### config.mk
export PLATFORM = sky130hd
export DESIGN_NAME = mem_arbiter
export DESIGN_NICKNAME = d
export VERILOG_FILES = /design/src/rtl/cpu_types.sv /design/src/rtl/mem_arbiter.sv
export SDC_FILE = /design/constraint.sdc
export NUM_CORES = 1
export LEC_CHECK = 0
export CELL_PAD_IN_SITES_DETAIL_PLACEMENT = 1
export CELL_PAD_IN_SITES_GLOBAL_PLACEMENT = 1
export CORE_MARGIN = 5
export CORE_UTILIZATION = 30
export CTS_BUF_LIST = sky130_fd_sc_hd__clkbuf_8 sky130_fd_sc_hd__clkbuf_16
export DETAILED_ROUTE_END_ITERATION = 10
export PLACE_DENSITY_LB_ADDON = 0.05
export SETUP_SLACK_MARGIN = 0.02
export SLEW_MARGIN = 20
export SYNTH_ARGS = -nofsm -noshare
export SYNTH_HDL_FRONTEND = slang
export SYNTH_SLANG_ARGS = --single-unit
### constraint.sdc
create_clock -name clk -period 3.2 [get_ports clk]
set_clock_uncertainty 0.1 [all_clocks]
set_input_delay 0.32 -clock clk [delete_from_list [all_inputs] [get_ports clk]]
set_output_delay 0.32 -clock clk [all_outputs]
set_load 0.1 [all_outputs]
### src/rtl/cpu_types.sv
// ----------------------------------------------------------------------------
// cpu_types
//   Shared type definitions for the CPU memory subsystem.
//
//   arb_state_t : memory arbiter sequencing states (IDLE -> ACCESS -> RESP)
//   owner_t     : which requester owns the access in flight
//   arb_pick_data() : grant helper used by mem_arbiter
//
//   Optional feature macro consumed by mem_arbiter: MEM_ARB_RR_EN
// ----------------------------------------------------------------------------
package cpu_types;

   // Arbiter sequencing states.
   typedef enum logic [1:0] {
      IDLE   = 2'd0,
      ACCESS = 2'd1,
      RESP   = 2'd2
   } arb_state_t;

   // Owner of the latched access.
   typedef enum logic {
      OWNER_IF   = 1'b0,
      OWNER_DATA = 1'b1
   } owner_t;

   // Number of byte lanes on the shared RAM port.
   localparam int BE_W = 4;

   // Byte-enable pattern used for instruction fetches (whole word read).
   localparam logic [BE_W-1:0] FETCH_BE = 4'b1111;

   // Returns 1 when the data port should be granted.
   // data_first only matters when both ports request in the same cycle.
   function automatic logic arb_pick_data(input logic if_req,
                                          input logic d_req,
                                          input logic data_first);
      arb_pick_data = d_req && (!if_req || data_first);
   endfunction

endpackage : cpu_types

### src/rtl/mem_arbiter.sv
// ----------------------------------------------------------------------------
// mem_arbiter
//   Shares one single-ported RAM between an instruction-fetch port and a
//   data (load/store) port. Each access takes three cycles:
//     IDLE   : pick a winner, latch its request onto the mem_* registers
//     ACCESS : mem_* drive the RAM for exactly one cycle; read data is
//              captured into the owner's rdata register at the closing edge
//     RESP   : owner's ack pulses for one cycle, then back to IDLE
//
//   Optional feature (macro MEM_ARB_RR_EN):
//     defined   : contested grants alternate, data first after reset; the
//                 pointer only flips when both ports requested together.
//     undefined : fixed priority, data port over fetch port.
//
// Ports
//   clk, rst_n        clock, asynchronous active-low reset
//   if_req/if_addr    fetch request (held until if_ack) and word address
//   if_ack/if_rdata   one-cycle completion pulse and fetched word
//   d_req/d_we/d_addr/d_wdata/d_byte_enable
//                     data request (held until d_ack), write flag, address,
//                     store data and store byte lanes
//   d_ack/d_rdata     one-cycle completion pulse and load data
//   mem_address/mem_write/mem_byte_enable/mem_we
//                     shared RAM request, valid only in ACCESS
//   mem_out           shared RAM combinational read data
//   dbg_state         current FSM state, for observation only
//
// Handshake: a requester raises req with its fields and holds them until it
// sees ack. Fields are sampled once, in IDLE, on the edge that grants the
// port; later changes do not affect the access in flight. ack is high for
// exactly one cycle, never on both ports at once.
// ----------------------------------------------------------------------------
import cpu_types::*;

module mem_arbiter #(
   parameter int WIDTH = 32
) (
   input  logic             clk,
   input  logic             rst_n,

   // fetch port
   input  logic             if_req,
   input  logic [WIDTH-1:0] if_addr,
   output logic             if_ack,
   output logic [WIDTH-1:0] if_rdata,

   // data port
   input  logic             d_req,
   input  logic             d_we,
   input  logic [WIDTH-1:0] d_addr,
   input  logic [WIDTH-1:0] d_wdata,
   input  logic [BE_W-1:0]  d_byte_enable,
   output logic             d_ack,
   output logic [WIDTH-1:0] d_rdata,

   // shared RAM
   output logic [WIDTH-1:0] mem_address,
   output logic [WIDTH-1:0] mem_write,
   output logic [BE_W-1:0]  mem_byte_enable,
   output logic             mem_we,
   input  logic [WIDTH-1:0] mem_out,

   // observation
   output arb_state_t       dbg_state
);

   arb_state_t state;
   owner_t     owner;
   logic       grant_data;
   logic       contested;

   assign contested = if_req && d_req;
   assign dbg_state = state;

   // -------------------------------------------------------------------------
   // Grant selection
   // -------------------------------------------------------------------------
`ifdef MEM_ARB_RR_EN
   // 1: data port wins the next contested grant, 0: fetch port wins it.
   logic rr_data_first;

   always_comb begin
      grant_data = arb_pick_data(if_req, d_req, rr_data_first);
   end

   // Flip only on a contested grant so an uncontested access never steals
   // the other port's turn.
   always_ff @(posedge clk or negedge rst_n) begin
      if (!rst_n) begin
         rr_data_first <= 1'b1;
      end else if (state == IDLE && contested) begin
         rr_data_first <= !grant_data;
      end
   end
`else
   always_comb begin
      grant_data = arb_pick_data(if_req, d_req, 1'b1);
   end
`endif

   // -------------------------------------------------------------------------
   // Sequencing FSM. The mem_* outputs double as the latched request, so
   // they are loaded on the granting edge and are valid for the whole
   // ACCESS cycle. Byte enables and write enable are cleared on leaving
   // ACCESS; address and write data simply hold.
   // -------------------------------------------------------------------------
   always_ff @(posedge clk or negedge rst_n) begin
      if (!rst_n) begin
         state           <= IDLE;
         owner           <= OWNER_DATA;
         mem_address     <= '0;
         mem_write       <= '0;
         mem_byte_enable <= '0;
         mem_we          <= 1'b0;
         if_ack          <= 1'b0;
         d_ack           <= 1'b0;
         if_rdata        <= '0;
         d_rdata         <= '0;
      end else begin
         case (state)
            IDLE: begin
               if_ack <= 1'b0;
               d_ack  <= 1'b0;
               if (if_req || d_req) begin
                  state <= ACCESS;
                  if (grant_data) begin
                     owner           <= OWNER_DATA;
                     mem_address     <= d_addr;
                     mem_write       <= d_wdata;
                     mem_byte_enable <= d_byte_enable;
                     mem_we          <= d_we;
                  end else begin
                     // Fetches are always whole-word reads.
                     owner           <= OWNER_IF;
                     mem_address     <= if_addr;
                     mem_write       <= '0;
                     mem_byte_enable <= FETCH_BE;
                     mem_we          <= 1'b0;
                  end
               end
            end

            ACCESS: begin
               state           <= RESP;
               mem_we          <= 1'b0;
               mem_byte_enable <= '0;
               if (owner == OWNER_IF) begin
                  if_rdata <= mem_out;
                  if_ack   <= 1'b1;
               end else begin
                  // Stores leave d_rdata untouched.
                  if (!mem_we) begin
                     d_rdata <= mem_out;
                  end
                  d_ack <= 1'b1;
               end
            end

            RESP: begin
               state  <= IDLE;
               if_ack <= 1'b0;
               d_ack  <= 1'b0;
            end

            default: begin
               state           <= IDLE;
               mem_we          <= 1'b0;
               mem_byte_enable <= '0;
               if_ack          <= 1'b0;
               d_ack           <= 1'b0;
            end
         endcase
      end
   end

endmodule : mem_arbiter

==> results.json <==
{
  "grt_pass1_wl_um": 26200,
  "placed_area_sq_um": 8290,
  "period_needed_ps": 2350,
  "cts_setup_buffers": 0,
  "cap_violations": 0,
  "clock_path_buffers": 2,
  "synthesis.area_sq_um": 5440,
  "ys_warn_count": 0,
  "use_met3_pct": 6.18,
  "setup_viol": 0,
  "required_ps": 2780,
  "max_slew_margin_pct": 30.7,
  "worstSetupPathType": "reg2out",
  "gp_congestion": 0.739,
  "cts_sinks": 138,
  "slew_viol_final": 0,
  "synth-seq-cells": 138,
  "cts_tree": "done",
  "rsz0062_at_grt": "no",
  "cp_cell_sequence": "clkdlybuf4s50_1",
  "n_antenna_cell": 0,
  "path_buf_inv": 1,
  "hp-class": "in2reg",
  "grt_busiest_layer": "met2",
  "mostFrequentLayoutCells": "clkdlybuf4s50_1, dfrtp_1, mux2_2, o21ai_0, buf_4",
  "fmax_ghz": 0.425,
  "drc": 0,
  "use_met2_pct": 27.3,
  "grt_max_degree": 71,
  "worstMarginPinSlew_ps": 1040,
  "layout.nets": 800,
  "wl_um": 17000,
  "std_cell_rows": 49,
  "grt.total_usage_pct": 16.4,
  "crit_fanout": 2,
  "start_kind": "register",
  "insertion_delay_ps": 400,
  "cts-htree-levels": 4,
  "synth_cell_types": 25,
  "vias": 4237,
  "area_growth_pct": 64.2,
  "die_area_sq_um": 20900,
  "grt_pass1_vias": 4803,
  "final_util_pct": 49.8,
  "die_w_um": 145,
  "io_buffers": 273,
  "synth_top_area_share_pct": 63.1,
  "avgRoutedWirePerCell_um": 18.8,
  "syn_avg_cell_area_sq_um": 14.0,
  "finalSetupTns_ps": 0,
  "root_buffer": "clkbuf_16",
  "path_clk_slew_ps": 60,
  "dp_hpwl_um": 12800,
  "seq_area_frac_synth_pct": 63.6,
  "critical_path.top_delay_family": "buffers and inverters",
  "final_common_cell": "clkdlybuf4s50_1",
  "syn-num-nets": 524,
  "crit_path_top_delay_cell": "clkdlybuf4s50_1",
  "synth_area_leaders": "dfrtp_1, mux2_2, mux2i_1, o21ai_0, a22o_1",
  "grt_antenna_before_repair": 0,
  "core_sq_um": 17900,
  "netlist_instances": 387,
  "cp-end-kind": "primary output",
  "met1_usage_pct": 19.9,
  "critPathMaxStageDelay_ps": 1180,
  "finalCritPeriodShare_pct": 73.5,
  "drtIter0Drc": 112,
  "design_area_sq_um": 8920,
  "ant_nets": 0,
  "overflow": 0,
  "hold_viol_final": 0,
  "firstDrtPassIters": 4,
  "fillerInstances": 1830,
  "status": "finished clean",
  "initial_core_util_pct": 30.4,
  "cts_buffers": 17,
  "die_h_um": 145,
  "crit_arrival_ps": 1930,
  "pin_count": 274,
  "synth_top_area_cell": "dfrtp_1",
  "final_layout_size_suffix_gt1_share_pct": 22.4,
  "avgViaCountPerCell": 4.69
}
per-layer routing:
metal / share of wire (%) / vias to the layer above
met5: 0 / -
met4: 0.96 / 0
met3: 8.5 / 11
met2: 51 / 165
met1: 39 / 2111
li1: - / 1950
synth_stat cells (all sizes together):
cell and number:
a21o 1, a21oi 1, a22o 32, a2bb2oi 1, buf 18, clkbuf 9, dfrtp 137, dfstp 1
inv 4, mux2 64, mux2i 32, nand2b 3, nor2 13, nor3 4, nor3b 1, o21ai 64
o21ba 1, o21bai 1
final cells by class:
| class | instances | area, sq um | share of cell area, % |
|---|---|---|---|
| tap | 229 | 287 | 3.21 |
| timing repair buffer | 284 | 2730 | 30.6 |
| multi-input combinational | 218 | 1810 | 20.3 |
| inverter | 4 | 15.0 | 0.168 |
| clock inverter | 12 | 174 | 1.95 |
| clock buffer | 19 | 453 | 5.08 |
| sequential | 138 | 3450 | 38.7 |
stage by stage:
step / cells / hold slack [ps] / setup WS (ps)
3_5_place_dp: 872 / 273 / 1060
2_1_floorplan: 387 / -75.6 / 1030
5_1_grt: 904 / 394 / 771
6_report: 904 / 358 / 847
4_1_cts: 904 / 347 / 808
3_3_place_gp: 872 / 269 / 1100
path summary, 6_finish.rpt:
kind	startpoint	to	slack, ps	cells past startpoint
setup / recovery	mem_write[18]	mem_write[18]	850	1
hold / removal	d_req	mem_address[5]	360	3
setup reg to reg	dbg_state[0]	mem_write[22]	1210	4
hold reg to reg	d_rdata[1]	d_rdata[1]	390	1
max in group asynchronous	rst_n	owner	1780	3
min in group asynchronous	rst_n	if_rdata[30]	390	2
registers in the layout, summed over array words and instances (netlist names):
name / flops
if_rdata: 32
mem_address: 32
owner: 1
mem_we: 1
dbg_state: 2
d_rdata: 32
mem_write: 32
if_ack: 1
mem_byte_enable: 4
d_ack: 1
cells by family after synthesis:
group	share of synthesized area [%]
DFF	63.6
AOI/OAI and AO/OA	11.8
muxes	19.2
buffers and inverters	3.29
and+or+nand+nor	2.23
what timing repair did:
item                      in CTS  in global routing
resized for setup              0                  0
hold buffers                   1                  0
hold endpoints to repair      68                  0
Power is not shown: default switching activity piles up to over one toggle a cycle in this logic, so the estimate is an artifact.
